$ cat config.mk
export PLATFORM = sky130hd
export DESIGN_NAME = mux2_rr_arbiter
export DESIGN_NICKNAME = d
export VERILOG_FILES = /design/src/rtl/mux2_rr_arbiter.sv
export SDC_FILE = /design/constraint.sdc
export NUM_CORES = 1
export LEC_CHECK = 0
export CORE_MARGIN = 5
export CORE_UTILIZATION = 34
export CTS_CLUSTER_DIAMETER = 150
export CTS_CLUSTER_SIZE = 40
export DETAILED_ROUTE_END_ITERATION = 7
export GPL_ROUTABILITY_DRIVEN = 1
export PLACE_DENSITY = 0.76
export SETUP_SLACK_MARGIN = 0.4
export SYNTH_ARGS = -nofsm -noshare
export SYNTH_HDL_FRONTEND = slang
export SYNTH_SLANG_ARGS = --single-unit
$ cat constraint.sdc
create_clock -name clk -period 1.7 [get_ports clk]
set_input_delay 0.255 -clock clk [delete_from_list [all_inputs] [get_ports clk]]
set_output_delay 0.255 -clock clk [all_outputs]
set_load 0.02 [all_outputs]
$ cat src/rtl/mux2_rr_arbiter.sv
// -----------------------------------------------------------------------------
// mux2_rr_arbiter
//   Round-robin arbiter sharing one 2:1 data mux between two valid/ready
//   requesters. A registered grant FSM drives the mux select; the data path
//   from requester to sink stays purely combinational.
//
//   Build option:
//     MUX2_ARB_PKT_LOCK_EN  when defined, a granted requester keeps the mux
//                           until it transfers a beat with in_last set, so
//                           multi-beat packets stay contiguous. When undefined,
//                           re-arbitration happens after every beat and
//                           in_last only feeds out_last.
// -----------------------------------------------------------------------------
module mux2_rr_arbiter #(
    parameter int WIDTH = 8
) (
    input  logic             clk,
    input  logic             rst_n,
    input  logic [1:0]       in_valid,
    input  logic [WIDTH-1:0] in_data0,
    input  logic [WIDTH-1:0] in_data1,
    input  logic [1:0]       in_last,
    output logic [1:0]       in_ready,
    output logic             out_valid,
    output logic [WIDTH-1:0] out_data,
    output logic             out_last,
    input  logic             out_ready,
    output logic [1:0]       grant
);

    // Encoding matches the one-hot grant for readability; 2'b11 is unused.
    typedef enum logic [1:0] {
        IDLE  = 2'b00,
        BUSY0 = 2'b01,
        BUSY1 = 2'b10
    } state_t;

    state_t state;
    state_t state_next;
    state_t other_state;   // BUSY state of the requester not currently granted

    logic sel;             // mux select; equals the granted requester while busy
    logic last_grant;      // requester that completed the most recent transfer
    logic mid_pkt;         // a packet is in progress on the granted requester
    logic mid_pkt_next;
    logic other;           // index of the requester not currently granted
    logic transfer;        // a beat moves from the granted requester to the sink
    logic hold;            // the granted requester keeps the mux next cycle

    assign other       = ~sel;
    assign other_state = sel ? BUSY0 : BUSY1;
    assign transfer    = (state != IDLE) && in_valid[sel] && out_ready;

    // The data path follows sel in every state, including IDLE where sel
    // simply keeps its last value; the sink ignores it while out_valid is low.
    assign out_data = sel ? in_data1 : in_data0;
    assign out_last = in_last[sel];

`ifdef MUX2_ARB_PKT_LOCK_EN
    // The packet flag tracks the granted requester's beats: a non-last
    // transfer opens a packet, a last transfer closes it, stalls keep it.
    assign mid_pkt_next = transfer ? ~in_last[sel] : mid_pkt;

    // Packet-in-progress register; cleared by reset so a dropped packet
    // never leaves the arbiter locked.
    always_ff @(posedge clk or negedge rst_n) begin
        if (!rst_n) begin
            mid_pkt <= 1'b0;
        end else begin
            mid_pkt <= mid_pkt_next;
        end
    end
`else
    // Without packet lock every beat is a complete transfer unit.
    assign mid_pkt      = 1'b0;
    assign mid_pkt_next = 1'b0;
`endif

    // The grant stays put on a stalled beat and for the rest of an open packet.
    // A stalled beat still asserts valid, so holding keeps sel and out_data
    // stable for the sink.
    assign hold = mid_pkt_next || (in_valid[sel] && !out_ready);

    // State register plus the select and round-robin history that ride with it.
    always_ff @(posedge clk or negedge rst_n) begin
        if (!rst_n) begin
            // NOTE: sequential state uses non-blocking assignments so every
            // register samples pre-edge values regardless of statement order.
            state      <= IDLE;
            sel        <= 1'b0;
            last_grant <= 1'b1;
        end else begin
            state <= state_next;
            if (state_next != IDLE) begin
                sel <= (state_next == BUSY1);
            end
            if (transfer) begin
                last_grant <= sel;
            end
        end
    end

    // Next-state logic: round-robin choice from IDLE, handover or hold while busy.
    always_comb begin
        // NOTE: a default before the case keeps every path assigned, so no
        // latch is inferred when a branch leaves the state unchanged.
        state_next = state;
        unique case (state)
            IDLE: begin
                if (in_valid == 2'b11) begin
                    // Tie goes to the requester that was not served last.
                    state_next = last_grant ? BUSY0 : BUSY1;
                end else if (in_valid[0]) begin
                    state_next = BUSY0;
                end else if (in_valid[1]) begin
                    state_next = BUSY1;
                end
            end
            BUSY0, BUSY1: begin
                if (hold) begin
                    state_next = state;
                end else if (in_valid[other]) begin
                    // Direct handover between busy states avoids an idle bubble.
                    state_next = other_state;
                end else if (in_valid[sel]) begin
                    state_next = state;
                end else begin
                    state_next = IDLE;
                end
            end
            default: begin
                state_next = IDLE;
            end
        endcase
    end

    // Output decode: grant, per-requester ready and muxed valid from the state.
    always_comb begin
        grant     = 2'b00;
        in_ready  = 2'b00;
        out_valid = 1'b0;
        unique case (state)
            BUSY0: begin
                grant       = 2'b01;
                in_ready[0] = out_ready;
                out_valid   = in_valid[0];
            end
            BUSY1: begin
                grant       = 2'b10;
                in_ready[1] = out_ready;
                out_valid   = in_valid[1];
            end
            default: begin
                grant     = 2'b00;
                in_ready  = 2'b00;
                out_valid = 1'b0;
            end
        endcase
    end

endmodule

# Word level (Yosys, flattened, before mapping)
# Cells that the tools add are included.
dict set report op_classes {
  n_lt_le_gt_ge 2
  n_eq_ne 4
  mux 20
  bitwise 1
  reduce_logical 8
}
# cell n
set ops {}
lappend ops {{two-way mux 2 bit} 8}
lappend ops {{two-way mux 1 bit} 8}
lappend ops {{two-way mux 8 bit} 1}
lappend ops {{case mux 2 bit (2 select lines)} 2}
lappend ops {{equality test 2 bit, second input constant} 3}
lappend ops {{less-than comparator 1 x 2 -> 1 bit, second input constant} 2}
lappend ops {{nonzero test 2 bit} 2}
lappend ops {{logical AND 1 bit} 3}
lappend ops {{equality test 2 x 1 -> 1 bit, second input constant} 1}
lappend ops {{logical NOT 2 bit} 1}
lappend ops {{case mux 1 bit (2 select lines)} 1}
lappend ops {{OR reduction 2 bit} 1}
lappend ops {{logical NOT 1 bit} 1}
lappend ops {{NOT 1 bit} 1}
dict set report word_totals {
  regBits 4
  output_inout_bits 14
  wordCells 38
}

# Longest topological paths before layout
# Gate-level depths: netlist (run 1).
dict set report logic_depth {
  ltp_word 7
  depth_mapped 6
  depth_no_buf 6
}

# Worst setup path before layout (run 1)
# Ideal clock, no wire load.
dict set report synth_timing {
  kind {flip-flop to output port}
  startpoint {reg state[0]}
  endpoint {out out_valid}
  arrival_ps 1169
  required_ps 1445
  setup_slack_ps 276
  stages_incl_launch_ff 5
  n_path_buf 0
  cell_sequence {dfrtp_1 -> inv_1 -> ha_1 -> inv_1 -> nor2_1}
}
dict set report synth_via {
  elab_chain_cells 2
  word_cells_on_any_way 3
}
# item line
set synth_lines {}
lappend synth_lines {{start: declaration} 38} ;# state_t state;
lappend synth_lines {{start signal: assignment} 93} ;# state <= state_next;
lappend synth_lines {{equality test 2 bit or equality test 2 x 1 -> 1 bit (tied branches)} 142} ;# unique case (state)
lappend synth_lines {{case mux 1 bit (2 select lines) (*)} 142}
lappend synth_lines {{end: declaration} 24} ;# output logic out_valid,
# Mark *: on every way between the ends. The rest lies on a longest branch, timed or not.

# Worst setup path in the final report (run 1)
# Ends and elaborated chain as after synthesis.

==> results of run 1 <==
-- per-layer routing --
| metal | part of all wire (%) | wire length (um) |
|---|---|---|
| met1 | 37 | 706 |
| met2 | 48 | 912 |
| met3 | 14 | 264 |
| met4 | 0.74 | 14 |
| met5 | 0 | 0 |
-- cells in the mapped netlist, types with 2 or more instances --
| master | count |
|---|---|
| mux2_2 | 9 |
| ha_1 | 6 |
| nand2_1 | 5 |
| a21oi_1 | 4 |
| inv_1 | 4 |
| nor2_1 | 4 |
| dfrtp_1 | 3 |
| and2_1 | 2 |
-- worst max-delay path, cell delays in order (launching register included) --
cell and delay [ns]:
dfrtp_2 0.44, inv_4 0.07, ha_4 0.27, inv_2 0.05
nor2_4 0.10, buf_6 0.12
-- power by group through the flow --
stage	Clock, mW	Combinational, mW	Sequential, mW
4_1_cts	0.132	1.34	0.208
3_5_place_dp	0	1.19	0.241
3_3_place_gp	0	1.18	0.240
2_1_floorplan	0	0.694	0.208
6_report	0.137	1.60	0.229
5_1_grt	0.149	1.72	0.236
-- registers in the layout, indices dropped and copies added (netlist names) --
| signal | flops |
|---|---|
| last_grant | 1 |
| sel | 1 |
| state | 2 |
-- timing repair --
item                       4_1_cts  5_1_grt
pin swaps                        3        2
buffers inserted                 2        2
gates resized for setup         90       36
gates cloned                     0        0
setup endpoints to repair       17       17
-- final cells by class --
type / count / area [um2] / share of cell area (%)
Tap cell: 16 / 20.02 / 1.631
Clock buffer: 4 / 26.28 / 2.141
Multi-Input combinational cell: 47 / 520.5 / 42.41
Sequential cell: 4 / 105.1 / 8.563
Inverter: 4 / 20.02 / 1.631
Timing Repair Buffer: 53 / 535.5 / 43.63
-- logic make-up after synthesis --
group	count (synthesis)	synth area share, %
AOI/OAI and AO/OA	13	19.76
DFF	4	19.29
adders and majority gates	6	14.29
muxes	10	22.14
and+or+nand+nor	18	18.57
buffers and inverters	6	5.950
-- metrics by stage --
stage          TNS (ns)  hold WS, ns  util (%)  setup WS [ns]
2_1_floorplan         0     -0.04059         -         0.3976
3_3_place_gp    -0.8506       0.4626     67.65       -0.09883
3_5_place_dp     -1.012       0.4640     67.65        -0.1011
4_1_cts               0       0.2167     72.10         0.1607
5_1_grt               0       0.2167     82.44         0.1010
6_report              0       0.2099     82.44         0.1623
-- worst min path at each step --
| stage | from | endpoint | slack [ns] | cells past startpoint |
|---|---|---|---|---|
| 2_1_floorplan | rst_n | sel | -0.04 | 0 |
| 3_3_place_gp | rst_n | state[0] | 0.46 | 1 |
| 3_5_place_dp | rst_n | sel | 0.46 | 1 |
| 4_1_cts | rst_n | state[0] | 0.22 | 1 |
| 5_1_grt | rst_n | state[0] | 0.22 | 1 |
| 6_report | rst_n | sel | 0.21 | 1 |
==> impl_metrics.py, run 1 <==
metrics = {
    "final_layout": {
        "layout_commonest_cell": "buf_6",
        "fillers": 81,
        "instances_no_fill": 128,
        "drive_gt1_share_pct": 61.61,
        "insertedDiodeCount": 0,
        "syn_to_final_growth_pct": 133.6,
        "final_cell_mix": "buf_6 (22), clkdlybuf4s50_1 (19), buf_4 (9)",
        "nets": 142,
        "fin_area_mm2": 0.001227,
    },
    "clock_network": {
        "cts_tree": "yes",
        "clkSinkCount": 4,
        "h-tree-depth": 1,
        "cts_buffer_depth": 2,
        "cts-root-buf": "clkbuf_4",
        "cts_buffers": 3,
        "hold_buffers": 0,
        "clk_pin_slew_worst_paths_ns": 0.04,
        "clk_latency_ns": 0.24,
    },
    "critical_path": {
        "r2r-start": "sel",
        "arrival_ns": 1.28,
        "cp_data_required_time_ns": 1.44,
        "reg2reg_depth": 6,
        "timing.rr.end": "sel",
        "start_kind": "register",
        "reg2reg_slack_ns": 0.16,
        "crit_end": "out_valid",
        "crit_type": "reg2out",
        "path_max_fanout": 4,
        "crit_start": "state[0]",
        "critPathCaptureType": "output pin",
    },
    "logic_synthesis": {
        "ys_seq_elements": 4,
        "synthFlopType": "dfrtp_1",
        "seq_area_frac_synth_pct": 19.29,
        "syn_avg_cell_area_um2": 9.219,
        "syn-instance-count": 57,
        "yosys_warnings": 0,
        "ys_async_sr_fraction_pct": 100.0,
        "yosysUniqueCellTypes": 28,
        "yosysTopAreaCell": "mux2_2",
        "synth_top_area_share_pct": 19.29,
        "synth_edf_count": 0,
        "synth.area.top_cells": "mux2_2 (19%), dfrtp_1 (14%), ha_1 (14%)",
        "syn-num-nets": 86,
        "synth_area_um2": 525.5,
    },
    "timing": {
        "slew_viol_final": 0,
        "tightest_slew_ns": 0.3092,
        "post-route-min-period_ns": 1.538,
        "fin_crit_sh_pct": 90.45,
        "finalHoldViolations": 0,
        "rsz0062_at_grt": "true",
        "max_freq_ghz": 0.6503,
        "skew_ns": 0.006213,
        "slew-limit-headroom_pct": 79.39,
        "setup_viol": 0,
    },
    "pwr": {
        "sw_frac_of_total_pct": 41.46,
        "p_leak_nw": 0.5506,
        "vdd_drop_max_mv": 0.8909,
        "p_seq_share_pct": 11.6,
        "clockPowerShare_pct": 7.0,
        "p_total_mw": 1.967,
        "power_switching_mw": 0.8155,
        "power_frac_comb_pct": 81.4,
        "p_per_area_mw_per_mm2": 1603,
        "p_int_mw": 1.152,
    },
    "global_route": {
        "grt_pass1_vias": 696,
        "grt_start_max_net_pins": 9,
        "grtUsageMet2_pct": 27.04,
        "grt_util_met1_pct": 15.93,
        "grt_remaining_overflow": 0,
        "antenna_found_initial": 0,
        "grt_busiest_layer": "met2",
        "grt_pass1_wl_um": 2932,
        "grt.met3_usage_pct": 6.422,
        "grt_use_total_pct": 15.34,
    },
    "floorplanning": {
        "rows": 14,
        "core_area_mm2": 0.001489,
        "fp.dieW_um": 49.32,
        "pin_count": 37,
        "die_area_mm2": 0.002432,
        "die_y_um": 49.32,
        "start_util_pct": 35.29,
    },
    "place": {
        "globalplace.congestion": 0.7885,
        "dp_hpwl_um": 1298,
        "port_buffers": 36,
        "place_area_mm2": 0.001007,
        "placedCellCount": 120,
    },
    "detailed_routing": {
        "final_antenna_net_count": 0,
        "via_count": 671,
        "firstDrtPassIters": 5,
        "avgRoutedWirePerCell_um": 14.83,
        "wl_um": 1898,
        "via_per_inst": 5.242,
        "drcViolationCount": 0,
        "dr.first_iter.drc_count": 6,
    },
    "run": {
        "max-cap-violations": 0,
    },
    "hold_path": {
        "min_path_type": "in2async",
    },
    "outcome": {
        "status": "finished, final reports clean",
    },
}
Power figures use the tool's default switching activity.
==> run 2, diff against run 1 <==
Settings changed: CAP_MARGIN set to 0, CORE_UTILIZATION 34 to 36, PLACE_DENSITY 0.76 to 0.8.
Clock period 1.7 ns to 2 ns, I/O delays scaled along.
==> impl_metrics.py, run 2 (synthesis gave the netlist of run 1 again) <==
metrics = {
    "place": {
        "dp_hpwl_um": 1479,
        "port_buffers": 36,
        "globalplace.congestion": 0.8601,
        "placedCellCount": 112,
        "place_area_um2": 933.4,
    },
    "timing": {
        "finalHoldViolations": 0,
        "fin_setup_tns_ns": 0,
        "slew-limit-headroom_pct": 78.82,
        "tightest_slew_ns": 0.3128,
        "fin_crit_sh_pct": 79.41,
        "setup_viol": 0,
        "max_freq_ghz": 0.6296,
        "rsz0062_at_grt": "true",
        "post-route-min-period_ns": 1.588,
        "slew_viol_final": 0,
        "skew_ns": 0.008825,
    },
    "clock_network": {
        "cts_tree": "yes",
        "cts_buffers": 3,
        "clkSinkCount": 4,
        "h-tree-depth": 1,
        "cts-root-buf": "clkbuf_4",
        "cts_buffer_depth": 2,
        "clk_pin_slew_worst_paths_ns": 0.05,
        "clk_latency_ns": 0.25,
    },
    "global_route": {
        "grt_pass1_wl_um": 2463,
        "antenna_found_initial": 0,
        "grt_pass1_vias": 569,
        "grt_remaining_overflow": 0,
        "grt_start_max_net_pins": 9,
        "grt_use_total_pct": 15.78,
    },
    "pwr": {
        "p_int_mw": 0.7850,
        "p_seq_share_pct": 12.2,
        "p_leak_nw": 0.4735,
        "power_frac_comb_pct": 79.3,
        "p_total_mw": 1.397,
        "sw_frac_of_total_pct": 43.81,
        "vdd_drop_max_mv": 0.7294,
        "power_switching_mw": 0.6122,
        "p_per_area_mw_per_mm2": 1336,
        "clockPowerShare_pct": 8.5,
    },
    "final_layout": {
        "insertedDiodeCount": 0,
        "postLayoutCoreUtil_pct": 78.42,
        "instances_no_fill": 123,
        "syn_to_final_growth_pct": 99.05,
        "layout_commonest_cell": "clkdlybuf4s50_1",
        "fillers": 91,
        "largest_register_ffs": 2,
        "drive_gt1_share_pct": 49.07,
        "nets": 138,
        "final_cell_mix": "clkdlybuf4s50_1 (21), buf_2 (11), mux2_2 (9)",
        "regMostFlops": "state",
        "fin_area_mm2": 0.001046,
        "reg.largest.list": "state: 2 flops, last_grant: 1 flops, sel: 1 flops",
    },
    "detailed_routing": {
        "final_antenna_net_count": 0,
        "firstDrtPassIters": 4,
        "via_per_inst": 5.130,
        "avgRoutedWirePerCell_um": 16.87,
        "via_count": 631,
        "wl_um": 2075,
        "drcViolationCount": 0,
        "dr.first_iter.drc_count": 3,
    },
    "critical_path": {
        "cp_data_required_time_ns": 1.70,
        "cpMaxStageDelayCell": "dfrtp_1",
        "cp_top_family": "flip-flops",
        "slowest_delay_ns": 0.40,
        "crit_type": "reg2out",
        "cp_cell_sequence": "buf_6 -> ha_4 -> a22oi_2 -> nor2_1 -> buf_4",
        "reg2reg_slack_ns": 0.46,
        "path_max_fanout": 4,
        "worst-path-buf-inv": 2,
        "start_kind": "register",
        "critPathCaptureType": "output pin",
        "arrival_ns": 1.29,
    },
    "floorplanning": {
        "core_area_mm2": 0.001334,
        "start_util_pct": 39.40,
        "fp.dieW_um": 48.21,
        "pin_count": 37,
        "rows": 13,
        "die_y_um": 48.21,
        "die_area_mm2": 0.002324,
    },
    "outcome": {
        "status": "finished, final reports clean",
    },
    "run": {
        "max-cap-violations": 0,
    },
    "hold_path": {
        "min_path_type": "in2async",
    },
}
run 2: cell count changes in the layout (fill, tap and decap cells not counted), moves of 6 or more:
cell and delta:
buf_2 +11, buf_6 -17, mux2_4 -6, mux2_2 +6
run 2: layout make-up:
class                   count  area (um2)  share of cell area, %
inverters                   4       15.01                  1.435
repair buffers             49       434.2                  41.51
multi-input cells          47       449.2                  42.94
clock buffers               4       26.28                  2.512
well taps                  15       18.77                  1.794
flip-flops and latches      4       102.6                  9.809
run 2: worst paths after layout:
kind | to | startpoint | depth (start not counted)
max | out_valid | state[1] | 5
max in group asynchronous | last_grant | rst_n | 1
min in group clk | last_grant | last_grant | 2
max reg2reg | sel | sel | 6
min | state[0] | rst_n | 1
min reg2reg | last_grant | last_grant | 2
run 2: routing by layer:
layer | global-route usage (%) | vias up | share of wire (%)
met2 | 25.78 | 19 | 57
met3 | 1.476 | 4 | 2.3
met1 | 19.56 | 300 | 38
met5 | 0 | - | 0
met4 | 10.22 | 0 | 2.4
li1 | - | 308 | -
run 2: what timing repair did:
action	CTS	global route
setup buffers	2	5
gates resized for setup	50	23
pin swaps	1	5
setup endpoints to repair	15	7
hold buffers	0	0
run 2: power groups by stage:
stage          registers, mW  logic (mW)  clock network, mW
6_report               0.170        1.11              0.119
5_1_grt                0.174        1.19              0.129
4_1_cts                0.158       0.881              0.124
3_5_place_dp           0.185       0.872                  0
3_3_place_gp           0.182       0.855                  0
2_1_floorplan          0.174       0.544                  0
run 2: per-stage QoR:
stage | hold slack (ns) | setup WS [ns]
final | 0.2602 | 0.4118
after floorplan | 0.004409 | 0.5306
after global placement | 0.5186 | 0.1579
after global routing | 0.2735 | 0.3489
after CTS | 0.2549 | 0.1731
after detailed placement | 0.5260 | 0.1525
==> run 3, diff against run 2 <==
Settings changed: CORE_UTILIZATION 36 to 30, PLACE_DENSITY 0.8 to 0.7.
Clock period 2 ns to 1.3 ns, I/O delays scaled along.
==> impl_metrics.py, run 3 (synthesis gave the netlist of run 1 again) <==
metrics = {
    "outcome": {
        "status": "finished with violations",
        "violations": "setup timing",
    },
    "run": {
        "max-cap-violations": 0,
    },
    "place": {
        "dp_hpwl_um": 1414,
        "globalplace.congestion": 0.7471,
        "port_buffers": 36,
        "post-place-ws_ns": -0.4360,
        "place_area_mm2": 0.001055,
    },
    "floorplanning": {
        "start_util_pct": 31.11,
        "pin_count": 37,
        "rows": 15,
        "core_area_mm2": 0.001689,
        "fp.dieW_um": 51.86,
        "die_y_um": 51.86,
        "die_area_mm2": 0.002689,
    },
    "hold_path": {
        "min_path_type": "in2async",
    },
    "critical_path": {
        "crit_start": "state[0]",
        "critPathCaptureType": "output pin",
        "crit_type": "reg2out",
        "r2r-start": "state[0]",
        "cp_data_required_time_ns": 1.11,
        "start_kind": "register",
        "path_max_fanout": 3,
        "arrival_ns": 1.32,
    },
    "final_layout": {
        "insertedDiodeCount": 0,
        "fin_area_mm2": 0.001272,
        "reg.largest.list": "state: 2 flops, last_grant: 1 flops, sel: 1 flops",
        "regMostFlops": "state",
        "largest_register_ffs": 2,
        "final_cell_mix": "buf_6 (20), clkdlybuf4s50_1 (19), mux2_4 (10)",
        "drive_gt1_share_pct": 60.18,
        "nets": 143,
        "syn_to_final_growth_pct": 142.1,
        "layout_commonest_cell": "buf_6",
    },
    "detailed_routing": {
        "via_per_inst": 5.177,
        "final_antenna_net_count": 0,
        "avgRoutedWirePerCell_um": 16.82,
        "dr.first_iter.drc_count": 20,
        "via_count": 673,
        "firstDrtPassIters": 4,
        "drcViolationCount": 0,
        "wl_um": 2186,
    },
    "global_route": {
        "grt_pass1_wl_um": 3160,
        "grt_pass1_vias": 657,
        "grt_remaining_overflow": 0,
        "antenna_found_initial": 0,
        "grt_use_total_pct": 15.97,
        "grt_start_max_net_pins": 14,
    },
    "timing": {
        "max_freq_ghz": 0.6583,
        "tightest_slew_ns": 0.3753,
        "fin_crit_sh_pct": 116.9,
        "finalHoldViolations": 0,
        "worst_slack_ns": -0.2191,
        "slew_viol_final": 0,
        "slew-limit-headroom_pct": 74.58,
        "skew_ns": 0.001880,
        "post-route-min-period_ns": 1.519,
        "rsz0062_at_grt": "true",
        "setup_viol": 16,
    },
    "clock_network": {
        "clk_pin_slew_worst_paths_ns": 0.04,
        "clkSinkCount": 4,
        "cts_buffer_depth": 2,
        "cts_tree": "yes",
        "cts_buffers": 3,
        "h-tree-depth": 1,
        "cts-root-buf": "clkbuf_4",
        "clk_latency_ns": 0.24,
    },
    "pwr": {
        "p_per_area_mw_per_mm2": 2149,
        "clockPowerShare_pct": 6.3,
        "vdd_drop_max_mv": 1.460,
        "p_leak_nw": 0.5798,
        "p_seq_share_pct": 10.6,
        "sw_frac_of_total_pct": 40.93,
        "power_frac_comb_pct": 83.1,
        "p_int_mw": 1.616,
        "power_switching_mw": 1.120,
    },
}
[run 3: cell count changes in the layout (fill, tap and decap cells not counted), moves of 2 or more]
cell / before / now
and2_1: 2 / 0
and2_4: 0 / 2
buf_2: 11 / 0
buf_6: 5 / 20
clkdlybuf4s15_1: 2 / 0
clkdlybuf4s50_1: 21 / 19
dlygate4sd2_1: 0 / 3
ha_1: 3 / 1
ha_4: 3 / 5
mux2_2: 9 / 0
mux2_4: 1 / 10
[run 3: critical path, stage by stage (launching register included)]
cell	delay, ns
dfrtp_1	0.41
buf_6	0.14
ha_4	0.15
a22oi_2	0.17
nor2_2	0.08
buf_6	0.13
[run 3: cell type report]
class                           instances  area, um2
Multi-Input combinational cell         47      535.5
Timing Repair Buffer                   54      569.3
Tap cell                               17      21.27
Sequential cell                         4      102.6
Fill cell                             123      416.7
Inverter                                4      17.52
Clock buffer                            4      26.28
[run 3: final timing paths]
kind | end | slack, ns | cells past startpoint
worst max-delay path | out_valid | -0.22 | 5
worst min-delay path | state[0] | 0.16 | 1
worst max register to register | sel | -0.19 | 5
worst min register to register | last_grant | 0.55 | 2
max in group asynchronous | last_grant | 0.90 | 1
min in group clk | last_grant | 0.55 | 2
[run 3: timing repair]
item | 4_1_cts | 5_1_grt
setup buffers | 2 | 2
gates cloned | 0 | 1
gates resized for setup | 92 | 21
pin swaps | 7 | 4
endpoints found under the setup margin | 18 | 18
hold buffers | 0 | 0
[run 3: power groups by stage]
stage	registers [mW]	clock network, mW	logic [mW]
after detailed placement	0.259	0	1.76
after floorplan	0.278	0	1.01
after CTS	0.275	0.175	1.92
after global placement	0.257	0	1.74
final	0.291	0.172	2.27
after global routing	0.296	0.190	2.41
[run 3: through the flow]
| stage | util (%) | TNS, ns | std cells | hold slack (ns) | power [mW] |
|---|---|---|---|---|---|
| after floorplan | - | 0 | 57 | -0.1006 | 1.289 |
| after global placement | 62.44 | -5.411 | 121 | 0.4094 | 1.994 |
| after detailed placement | 62.44 | -5.672 | 121 | 0.4125 | 2.019 |
| after CTS | 68.22 | -1.935 | 127 | 0.1582 | 2.366 |
| after global routing | 75.33 | -2.928 | 130 | 0.1555 | 2.893 |
| final | 75.33 | -2.294 | 130 | 0.1611 | 2.735 |
[run 3: routing by layer]
| layer | GRT usage (%) | vias up | routed length, um |
|---|---|---|---|
| li1 | - | 316 | - |
| met1 | 16.72 | 315 | 762 |
| met5 | 0 | - | 0 |
| met3 | 6.017 | 6 | 183 |
| met2 | 29.50 | 36 | 1191 |
| met4 | 3.930 | 0 | 48 |
